**config.mk**
```make
export PLATFORM = sky130hd
export DESIGN_NAME = eater_run_ctrl_flat
export DESIGN_NICKNAME = d
export VERILOG_FILES = /design/src/rtl/eater_pkg.sv /design/src/rtl/eater_run_ctrl_if.sv /design/src/rtl/eater_debounce.sv /design/src/rtl/eater_run_ctrl.sv /design/src/flat_wrapper.sv
export SDC_FILE = /design/constraint.sdc
export NUM_CORES = 1
export LEC_CHECK = 0
export ABC_AREA = 1
export ABC_CLOCK_PERIOD_IN_PS = 1900
export BUFFER_PORTS_ARGS = -buffer_cell sky130_fd_sc_hd__buf_2
export CAP_MARGIN = 10
export CORE_ASPECT_RATIO = 1.75
export CORE_MARGIN = 2
export CORE_UTILIZATION = 25
export DETAILED_ROUTE_END_ITERATION = 16
export PLACE_DENSITY = 0.39
export REMOVE_ABC_BUFFERS = 1
export SYNTH_ARGS = -nofsm -noshare
export SYNTH_HDL_FRONTEND = slang
export SYNTH_SLANG_ARGS = --single-unit
```
**constraint.sdc**
```tcl
create_clock -name clk_i -period 1.9 [get_ports clk_i]
set_clock_uncertainty 0.2 [all_clocks]
set_input_delay 0.19 -clock clk_i [delete_from_list [all_inputs] [get_ports clk_i]]
set_output_delay 0.19 -clock clk_i [all_outputs]
set_load 0.1 [all_outputs]
```
**src/rtl/eater_pkg.sv**
```systemverilog
// Shared types and widths for the SAP run controller: state encoding and RAM port sizes.
package eater_pkg;

   localparam int RAM_ADDR_W = 4;
   localparam int DATA_W     = 8;

   typedef enum logic [2:0] {
      S_RESET = 3'd0,
      S_RUN   = 3'd1,
      S_HALT  = 3'd2,
      S_LOAD  = 3'd3
   } state_e;

endpackage

```
**src/rtl/eater_run_ctrl_if.sv**
```systemverilog
// Host loader write port plus the resulting program-RAM write strobe, one bundle.
interface eater_run_ctrl_if;

   logic                              load_valid_i;
   logic                              load_ready_o;
   logic [eater_pkg::RAM_ADDR_W-1:0]  load_addr_i;
   logic [eater_pkg::DATA_W-1:0]      load_data_i;
   logic                              load_last_i;
   logic                              ram_we_o;
   logic [eater_pkg::RAM_ADDR_W-1:0]  ram_addr_o;
   logic [eater_pkg::DATA_W-1:0]      ram_data_o;

   modport slave (
      input  load_valid_i, load_addr_i, load_data_i, load_last_i,
      output load_ready_o, ram_we_o, ram_addr_o, ram_data_o
   );

   modport master (
      output load_valid_i, load_addr_i, load_data_i, load_last_i,
      input  load_ready_o, ram_we_o, ram_addr_o, ram_data_o
   );

endinterface

```
**src/rtl/eater_debounce.sv**
```systemverilog
// 2-flop synchronizer followed by a stability filter; a new level is accepted after
// DEBOUNCE_CYCLES consecutive differing samples, and rise_o pulses one cycle on 0->1.
module eater_debounce #(
   parameter int DEBOUNCE_CYCLES = 65536
) (
   input  logic clk_i,
   input  logic reset_i,
   input  logic din_i,
   output logic level_o,
   output logic rise_o
);

   localparam int             CW       = $clog2(DEBOUNCE_CYCLES);
   localparam logic [CW-1:0]  CNT_LAST = CW'(DEBOUNCE_CYCLES - 1);

   logic          sync1_q, sync1_d;
   logic          sync2_q, sync2_d;
   logic          level_q, level_d;
   logic          rise_q, rise_d;
   logic [CW-1:0] cnt_q, cnt_d;

   always_comb begin
      sync1_d = din_i;
      sync2_d = sync1_q;
      level_d = level_q;
      rise_d  = 1'b0;
      cnt_d   = '0;
      // Any sample matching the current level restarts the stability count.
      if (sync2_q != level_q) begin
         if (cnt_q == CNT_LAST) begin
            level_d = sync2_q;
            rise_d  = sync2_q;
         end else begin
            cnt_d = cnt_q + 1'b1;
         end
      end
   end

   always_ff @(posedge clk_i or posedge reset_i) begin
      if (reset_i) begin
         sync1_q <= 1'b0;
         sync2_q <= 1'b0;
         level_q <= 1'b0;
         rise_q  <= 1'b0;
         cnt_q   <= '0;
      end else begin
         sync1_q <= sync1_d;
         sync2_q <= sync2_d;
         level_q <= level_d;
         rise_q  <= rise_d;
         cnt_q   <= cnt_d;
      end
   end

   assign level_o = level_q;
   assign rise_o  = rise_q;

endmodule

```
**src/rtl/eater_run_ctrl.sv**
```systemverilog
// CPU sequencer: owns CPU reset/clock-enable (free-run, single-step, halt) and freezes the CPU
// while the host loads program RAM; host writes strobe RAM one cycle after each handshake.
module eater_run_ctrl
   import eater_pkg::*;
#(
   parameter int RESET_CYCLES    = 4,
   parameter int RUN_PERIOD      = 1000000,
   parameter int DEBOUNCE_CYCLES = 65536
) (
   input  logic              clk_i,
   input  logic              reset_i,
   input  logic              run_mode_i,
   input  logic              step_btn_i,
   input  logic              halt_i,
   eater_run_ctrl_if.slave   ld,
   output logic              cpu_reset_o,
   output logic              cpu_clk_en_o,
   output logic [2:0]        state_o
);

   localparam int                RST_W    = $clog2(RESET_CYCLES + 1);
   localparam int                PER_W    = $clog2(RUN_PERIOD);
   localparam logic [RST_W-1:0]  RST_LAST = RST_W'(RESET_CYCLES - 1);
   localparam logic [PER_W-1:0]  PER_LAST = PER_W'(RUN_PERIOD - 1);

   logic mode_lvl, mode_rise;
   logic btn_lvl, step_ev;
   logic unused_dbg;

   eater_debounce #(.DEBOUNCE_CYCLES(2)) u_mode_sync (
      .clk_i   (clk_i),
      .reset_i (reset_i),
      .din_i   (run_mode_i),
      .level_o (mode_lvl),
      .rise_o  (mode_rise)
   );

   eater_debounce #(.DEBOUNCE_CYCLES(DEBOUNCE_CYCLES)) u_step_db (
      .clk_i   (clk_i),
      .reset_i (reset_i),
      .din_i   (step_btn_i),
      .level_o (btn_lvl),
      .rise_o  (step_ev)
   );

   assign unused_dbg = ^{mode_rise, btn_lvl};

   state_e                  state_q, state_d;
   logic [RST_W-1:0]        rst_cnt_q, rst_cnt_d;
   logic [PER_W-1:0]        per_cnt_q, per_cnt_d;
   logic                    mode_prev_q, mode_prev_d;
   logic                    cpu_reset_q, cpu_reset_d;
   logic                    load_ready_q, load_ready_d;
   logic                    ram_we_q, ram_we_d;
   logic [RAM_ADDR_W-1:0]   ram_addr_q, ram_addr_d;
   logic [DATA_W-1:0]       ram_data_q, ram_data_d;

   logic mode_chg;
   logic pulse;
   logic hs;

   // A mode flip restarts the period and swallows a coincident step event.
   assign mode_chg = (mode_lvl != mode_prev_q);
   assign hs       = ld.load_valid_i & load_ready_q;

   always_comb begin
      pulse = 1'b0;
      if (state_q == S_RUN && !mode_chg) begin
         pulse = mode_lvl ? (per_cnt_q == PER_LAST) : step_ev;
      end
   end

   always_comb begin
      state_d     = state_q;
      rst_cnt_d   = '0;
      per_cnt_d   = '0;
      mode_prev_d = mode_lvl;
      ram_we_d    = 1'b0;
      ram_addr_d  = ram_addr_q;
      ram_data_d  = ram_data_q;
      case (state_q)
         S_RESET: begin
            if (rst_cnt_q == RST_LAST) begin
               state_d = ld.load_valid_i ? S_LOAD : S_RUN;
            end else begin
               rst_cnt_d = rst_cnt_q + 1'b1;
            end
         end
         S_RUN: begin
            if (ld.load_valid_i) begin
               state_d = S_LOAD;
            end else if (pulse && halt_i) begin
               state_d = S_HALT;
            end else if (mode_lvl && !mode_chg) begin
               per_cnt_d = (per_cnt_q == PER_LAST) ? '0 : per_cnt_q + 1'b1;
            end
         end
         S_HALT: begin
            if (ld.load_valid_i) begin
               state_d = S_LOAD;
            end else if (step_ev) begin
               state_d = S_RESET;
            end
         end
         S_LOAD: begin
            if (hs) begin
               ram_we_d   = 1'b1;
               ram_addr_d = ld.load_addr_i;
               ram_data_d = ld.load_data_i;
               if (ld.load_last_i) begin
                  state_d = S_RESET;
               end
            end
         end
         default: state_d = S_RESET;
      endcase
      cpu_reset_d  = (state_d == S_RESET);
      load_ready_d = (state_d == S_LOAD);
   end

   always_ff @(posedge clk_i or posedge reset_i) begin
      if (reset_i) begin
         state_q      <= S_RESET;
         rst_cnt_q    <= '0;
         per_cnt_q    <= '0;
         mode_prev_q  <= 1'b0;
         cpu_reset_q  <= 1'b1;
         load_ready_q <= 1'b0;
         ram_we_q     <= 1'b0;
         ram_addr_q   <= '0;
         ram_data_q   <= '0;
      end else begin
         state_q      <= state_d;
         rst_cnt_q    <= rst_cnt_d;
         per_cnt_q    <= per_cnt_d;
         mode_prev_q  <= mode_prev_d;
         cpu_reset_q  <= cpu_reset_d;
         load_ready_q <= load_ready_d;
         ram_we_q     <= ram_we_d;
         ram_addr_q   <= ram_addr_d;
         ram_data_q   <= ram_data_d;
      end
   end

   assign cpu_reset_o     = cpu_reset_q;
   assign cpu_clk_en_o    = pulse & ~halt_i;
   assign state_o         = state_q;
   assign ld.load_ready_o = load_ready_q;
   assign ld.ram_we_o     = ram_we_q;
   assign ld.ram_addr_o   = ram_addr_q;
   assign ld.ram_data_o   = ram_data_q;

endmodule
```
**src/flat_wrapper.sv**
```systemverilog
// flat-port wrapper written by rule: the top's interface ports become plain ports
module eater_run_ctrl_flat import eater_pkg::*;
#(
   parameter int RESET_CYCLES    = 4,
   parameter int RUN_PERIOD      = 1000000,
   parameter int DEBOUNCE_CYCLES = 65536
)
  (clk_i, reset_i, run_mode_i, step_btn_i, halt_i, cpu_reset_o, cpu_clk_en_o, state_o, ld_load_valid_i, ld_load_addr_i, ld_load_data_i, ld_load_last_i, ld_load_ready_o, ld_ram_we_o, ld_ram_addr_o, ld_ram_data_o);
  eater_run_ctrl_if ld_i ();
  input  logic clk_i;
  input  logic reset_i;
  input  logic run_mode_i;
  input  logic step_btn_i;
  input  logic halt_i;
  output logic cpu_reset_o;
  output logic cpu_clk_en_o;
  output logic [2:0] state_o;
  input wire logic [$bits(ld_i.load_valid_i)-1:0] ld_load_valid_i;
  input wire logic [$bits(ld_i.load_addr_i)-1:0] ld_load_addr_i;
  input wire logic [$bits(ld_i.load_data_i)-1:0] ld_load_data_i;
  input wire logic [$bits(ld_i.load_last_i)-1:0] ld_load_last_i;
  output wire logic [$bits(ld_i.load_ready_o)-1:0] ld_load_ready_o;
  output wire logic [$bits(ld_i.ram_we_o)-1:0] ld_ram_we_o;
  output wire logic [$bits(ld_i.ram_addr_o)-1:0] ld_ram_addr_o;
  output wire logic [$bits(ld_i.ram_data_o)-1:0] ld_ram_data_o;
  assign ld_i.load_valid_i = ld_load_valid_i;
  assign ld_i.load_addr_i = ld_load_addr_i;
  assign ld_i.load_data_i = ld_load_data_i;
  assign ld_i.load_last_i = ld_load_last_i;
  assign ld_load_ready_o = ld_i.load_ready_o;
  assign ld_ram_we_o = ld_i.ram_we_o;
  assign ld_ram_addr_o = ld_i.ram_addr_o;
  assign ld_ram_data_o = ld_i.ram_data_o;
  eater_run_ctrl #(.RESET_CYCLES(RESET_CYCLES), .RUN_PERIOD(RUN_PERIOD), .DEBOUNCE_CYCLES(DEBOUNCE_CYCLES)) u_core (.clk_i(clk_i), .reset_i(reset_i), .run_mode_i(run_mode_i), .step_btn_i(step_btn_i), .halt_i(halt_i), .ld(ld_i), .cpu_reset_o(cpu_reset_o), .cpu_clk_en_o(cpu_clk_en_o), .state_o(state_o));
endmodule
```
* Word level (Yosys, flattened, before mapping)
Cells that the tools add are included.
** Storage, ports and cells
- Register bits after elaboration :: 66
- Input bits :: 19
- Word-level logic and storage cells :: 70
** Operators by class
- Add/subtract/negate cells :: 4
- Eq/ne operators :: 10
- Mux-type cells :: 26
- Bitwise logic cells :: 3
- Reductions and logical operators :: 9
** Operators by type and width (count)
- $mux W20 :: 5
- $mux W16 :: 2
- $mux W3 :: 9
- $add A20 B1 Y20 const B :: 1
- $eq A20 B20 Y1 const B :: 1
- $add A16 B1 Y16 const B :: 1
- $eq A16 B16 Y1 const B :: 1
- $eq A3 B2 Y1 const B :: 4
- $pmux W3 S4 :: 1
- $mux W1 :: 8
- $logic_not A3 Y1 :: 2
- $reduce_and A2 Y1 :: 3
- $add A3 B1 Y3 const B :: 1
- $eq A3 B1 Y1 const B :: 1
- $logic_and A1 B1 Y1 :: 3
- $ne A1 B1 Y1 :: 3
- $and A1 B1 Y1 :: 2
- $mux W2 :: 1
- $add A1 B1 Y1 const B :: 1
- $logic_not A1 Y1 :: 1
- $not A1 Y1 :: 1

* Longest topological paths before layout
- Depth in word-level cells :: 9
- Mapped depth :: 12
- Gate-level depth less buffers :: 12

* Hierarchy
From an unflattened synthesis, not the netlist that was laid out.
** Unflattened totals
- Cells, all modules :: 371
- Area, all modules :: 3200.6 sq um
** By module, submodules not included
- eater_run_ctrl :: times used 1, cells an instance 238, area each 2040.7 sq um
- eater_debounce (u_core.u_step_db) :: times used 1, cells an instance 119, area each 997.2 sq um
- eater_debounce (u_core.u_mode_sync) :: times used 1, cells an instance 14, area each 162.7 sq um

* Least setup slack after synthesis
Ideal clock, no wire load.
- Path kind :: register to output
- Start point :: register u_core.state_q[0] (netlist: u_core.state_o[0])
- End point :: output cpu_clk_en_o
- Arrival time :: 2.825 ns
- Data required time :: 1.510 ns
- Slack :: -1.315 ns
- Stages on the path, launching flop included :: 5
- Cells stage by stage :: dfrtp_1 nand3_1 a211oi_2 nand2_1 nor2_1
** On the way
- Longest elaborated chain between the ends :: 4
** RTL lines
- start: declaration :: line eater_run_ctrl.sv:48 : state_e state_q, state_d;
- start signal: assignment :: line eater_run_ctrl.sv:133 : state_q <= state_d;
- $eq A3 B1 Y1 :: line eater_run_ctrl.sv:68 : if (state_q == S_RUN && !mode_chg) begin
- $logic_and A1 B1 Y1 :: line eater_run_ctrl.sv:68
- $mux W1 :: line eater_run_ctrl.sv:68
- $and A1 B1 Y1 :: line eater_run_ctrl.sv:146 : assign cpu_clk_en_o = pulse & ~halt_i;
- end: declaration :: line flat_wrapper.sv:16 : output logic cpu_clk_en_o;
No other way between the ends.

* Final worst setup path
- Start point :: register u_core.per_cnt_q[0]
- End point :: output cpu_clk_en_o
** On the way
- Longest elaborated chain between the ends :: 4
** RTL lines
- start: declaration :: line eater_run_ctrl.sv:50 : logic [PER_W-1:0] per_cnt_q, per_cnt_d;
- start signal: assignment :: line eater_run_ctrl.sv:135 : per_cnt_q <= per_cnt_d;
- $eq A20 B20 Y1 :: line eater_run_ctrl.sv:69 : pulse = mode_lvl ? (per_cnt_q == PER_LAST) : step_ev;
- $mux W1 :: line eater_run_ctrl.sv:69
- $mux W1 :: line eater_run_ctrl.sv:68
- $and A1 B1 Y1 :: line eater_run_ctrl.sv:146
No other way between the ends.

==> summary.txt <==
Status
  – Outcome: finished with violations
  – Violations in the final reports: setup timing

Synthesis
  – #FFs+latches synth: 66
  – Area leader, netlist: dfrtp_1
  – Async SR Flop Fraction: 1.00
  – Gate Count Post-Synth: 363
  – Share of the synthesized area in the top cell type: 0.497
  – Yosys cell types: 40
  – Yosys warnings: 0
  – Post-synth EDFFs: 0
  – Sequential area share after synthesis: 0.505
  – Synth cell count leaders: nand2_1, dfrtp_1, nor2_1, inv_1, nand3_1
  – Syn Area/Cell: 9.02 um^2
  – Most frequent cell after synthesis: nand2_1
  – Top post-synthesis cells by area: dfrtp_1, nand2_1, nor2_4, nor2_1, inv_1
  – Primary FF master, synth: dfrtp_1
  – Mapped cell area: 3270 um^2

Clock network
  – Clk slew on worst S/H paths: 0.05 ns
  – H-tree depth: 3
  – Num CTS Buffers: 9
  – Clock Tree Buf Depth: 2
  – Root Buffer: clkbuf_16
  – Worst skew pair latency: 0.33 ns
  – Clock Sink Count: 66
  – CTS tree: built

Global routing
  – Pin count of the biggest net entering global routing: 67
  – Antenna violations before repair: 0
  – All-Layer GR Usage: 0.126
  – Vias in the first global route: 2849
  – First-pass GRT wire length: 13700 um
  – Remaining Overflow, GRT: 0

STA
  – Crit share post-route: 1.07
  – Tightest Pin Transition: 0.648 ns
  – Tmin final: 2.03 ns
  – # setup viols final: 12
  – Relative slew slack: 0.567
  – Final worst slack: -0.127 ns
  – Fmax achieved: 493 MHz
  – RSZ-0062 raised after global routing: true
  – Hold Violations, Final: 0
  – Final Max Tran Viols: 0

Worst hold path
  – Hold WC Path Type: input port to register

Critical path
  – Capture point of the worst path: cpu_clk_en_o
  – RR Endpoint: u_core.per_cnt_q[13]$_DFF_PP0_
  – Worst r2r src: u_core.per_cnt_q[0]$_DFF_PP0_
  – Crit start category: register
  – Crit path required time: 1.51 ns
  – WS Path Type: register to output pin
  – FF-to-FF path depth: 9
  – Kind of end point of the critical path: output pin
  – CP Max Fanout: 2
  – CP startpoint: u_core.per_cnt_q[0]$_DFF_PP0_
  – CP Data Arrival Time: 1.64 ns
  – Reg2Reg Setup Slack: -0.05 ns

Route
  – DR pass1 iterations: 4
  – Total routed wirelength: 8180 um
  – Iter 0 DRT Violations: 69
  – ANT nets after route: 0
  – Routed WL per cell: 12.8 um
  – Via count: 2670
  – Vias per cell: 4.17
  – Drt drc: 0

Floorplanning
  – Die Y: 155 um
  – Core Region: 12900 um^2
  – Rows: 55
  – Top Ports: 38
  – Initial Util: 0.254
  – DIE AREA: 14100 um^2
  – Die Wd: 90.5 um

Power and ir drop
  – Reg power frac: 0.382
  – Lkg Pwr: 2.13 nW
  – IR drop worst, VDD: 0.000412 V
  – Power density cells: 877 nW/um^2
  – Int Power: 2.94 mW
  – Psw: 1.13 mW
  – Pwr Total: 4.07 mW
  – Switch share: 0.278
  – Combinational share of power: 0.168
  – Clock group share of total power: 0.450

Place
  – HPWL Detailed: 5790 um
  – PortBufs: 37
  – GP Congestion: 0.816
  – Placed instance area: 3880 um^2

Final layout
  – Core Util, Final: 0.360
  – Finished Cell Area: 4640 um^2
  – Share of layout cells above drive strength 1: 0.343
  – P&R area growth vs syn: 41.7%
  – Inserted Diodes: 0
  – Filler cell count: 1370
  – Nets: 488

Run
  – MaxCap Viol Count: 0
==> logic make-up (layout without fill, tap and decap cells) <==
family | after synthesis | after routing | share of synthesized area
buf+inv | 47 | 154 | 0.0593
fa+ha+maj | 4 | 4 | 0.0153
simple gates | 206 | 206 | 0.331
flops | 66 | 66 | 0.505
xor+xnor | 19 | 19 | 0.0508
compound gates | 20 | 20 | 0.0378
other cells | 1 | 1 | 0.00115
==> power groups by stage <==
stage | Combinational (mW) | Sequential, mW | Clock [mW]
6_report | 0.683 | 1.55 | 1.83
5_1_grt | 0.753 | 1.56 | 1.95
4_1_cts | 0.678 | 1.55 | 1.90
3_5_place_dp | 0.598 | 1.57 | 0
3_3_place_gp | 0.596 | 1.56 | 0
2_1_floorplan | 0.218 | 1.78 | 0
==> sequential cells by signal, summed over array words and instances, names as in the netlist, 3 cells and up <==
name / flops
u_core.per_cnt_q: 20
u_core.u_step_db.cnt_q: 16
u_core.ld.ram_data_o: 8
u_core.ld.ram_addr_o: 4
u_core.rst_cnt_q: 3
u_core.state_o: 3
==> stage by stage <==
stage / worst slack [ns] / std cells / setup TNS, ns / hold WS [ns]
4_1_cts: -0.195 / 634 / -0.314 / 0.0474
3_3_place_gp: -0.0536 / 591 / -0.225 / 0.101
5_1_grt: -0.222 / 641 / -2.24 / 0.0734
6_report: -0.127 / 641 / -0.605 / 0.0539
3_5_place_dp: -0.0469 / 591 / -0.157 / 0.0993
2_1_floorplan: -1.31 / 358 / -22.23 / 0.0214
==> routing by layer <==
metal | track usage | up-vias | share of wire
met5 | 0 | - | 0
met4 | 0.0806 | 0 | 0.027
met3 | 0.0232 | 14 | 0.020
met2 | 0.244 | 33 | 0.59
met1 | 0.118 | 1270 | 0.36
li1 | - | 1353 | -
==> layout by cell type, fill, tap and decap left out, types with 8 or more instances in the layout <==
| cell type | netlist | final |
|---|---|---|
| a21oi_1 | 9 | 8 |
| buf_2 | 1 | 36 |
| buf_4 | 0 | 38 |
| clkbuf_16 | 0 | 9 |
| dfrtp_1 | 65 | 65 |
| dlygate4sd3_1 | 0 | 15 |
| inv_1 | 33 | 32 |
| nand2_1 | 84 | 79 |
| nand2_2 | 6 | 10 |
| nand3_1 | 18 | 13 |
| nor2_1 | 38 | 36 |
| nor2_4 | 14 | 19 |
| nor3_1 | 17 | 14 |
| xnor2_1 | 9 | 9 |
| xor2_1 | 10 | 10 |
==> worst min-delay path by stage <==
| stage | from | end | depth (start not counted) |
|---|---|---|---|
| detailed placement | run_mode_i | u_core.u_mode_sync.sync1_q$_DFF_PP0_ | 1 |
| global placement | reset_i | u_core.per_cnt_q[12]$_DFF_PP0_ | 3 |
| CTS | ld_load_valid_i | u_core.state_o[1]$_DFF_PP0_ | 5 |
| global route | ld_load_valid_i | u_core.state_o[1]$_DFF_PP0_ | 5 |
| finish | ld_load_valid_i | u_core.state_o[1]$_DFF_PP0_ | 5 |
| floorplan | run_mode_i | u_core.u_mode_sync.sync1_q$_DFF_PP0_ | 0 |
==> final cells by class <==
| cell class | count | area, um^2 | area share |
|---|---|---|---|
| flip-flops and latches | 66 | 1650 | 0.356 |
| multi-input cells | 250 | 1570 | 0.338 |
| repair buffers | 96 | 721 | 0.155 |
| clock buffers | 14 | 264 | 0.0569 |
| well taps | 171 | 214 | 0.0461 |
| inverters | 42 | 160 | 0.0345 |
| clock inverters | 2 | 60.1 | 0.0129 |
==> critical path: stages (launching register included) <==
cell,delay [ns]
dfrtp_1,0.35
ha_2,0.21
nand3_4,0.09
nor2_4,0.13
nand3_2,0.08
nand2_2,0.08
nand2_2,0.07
nor2_4,0.11
buf_12,0.18
==> timing repair <==
| action | in CTS | in global routing |
|---|---|---|
| endpoints found under the hold margin | 79 | 0 |
| buffers inserted | 12 | 10 |
| gates resized for setup | 17 | 19 |
| pin swaps | 11 | 14 |
| setup endpoints to repair | 9 | 30 |
| hold buffers | 15 | 0 |
Power figures use the tool's default switching activity.
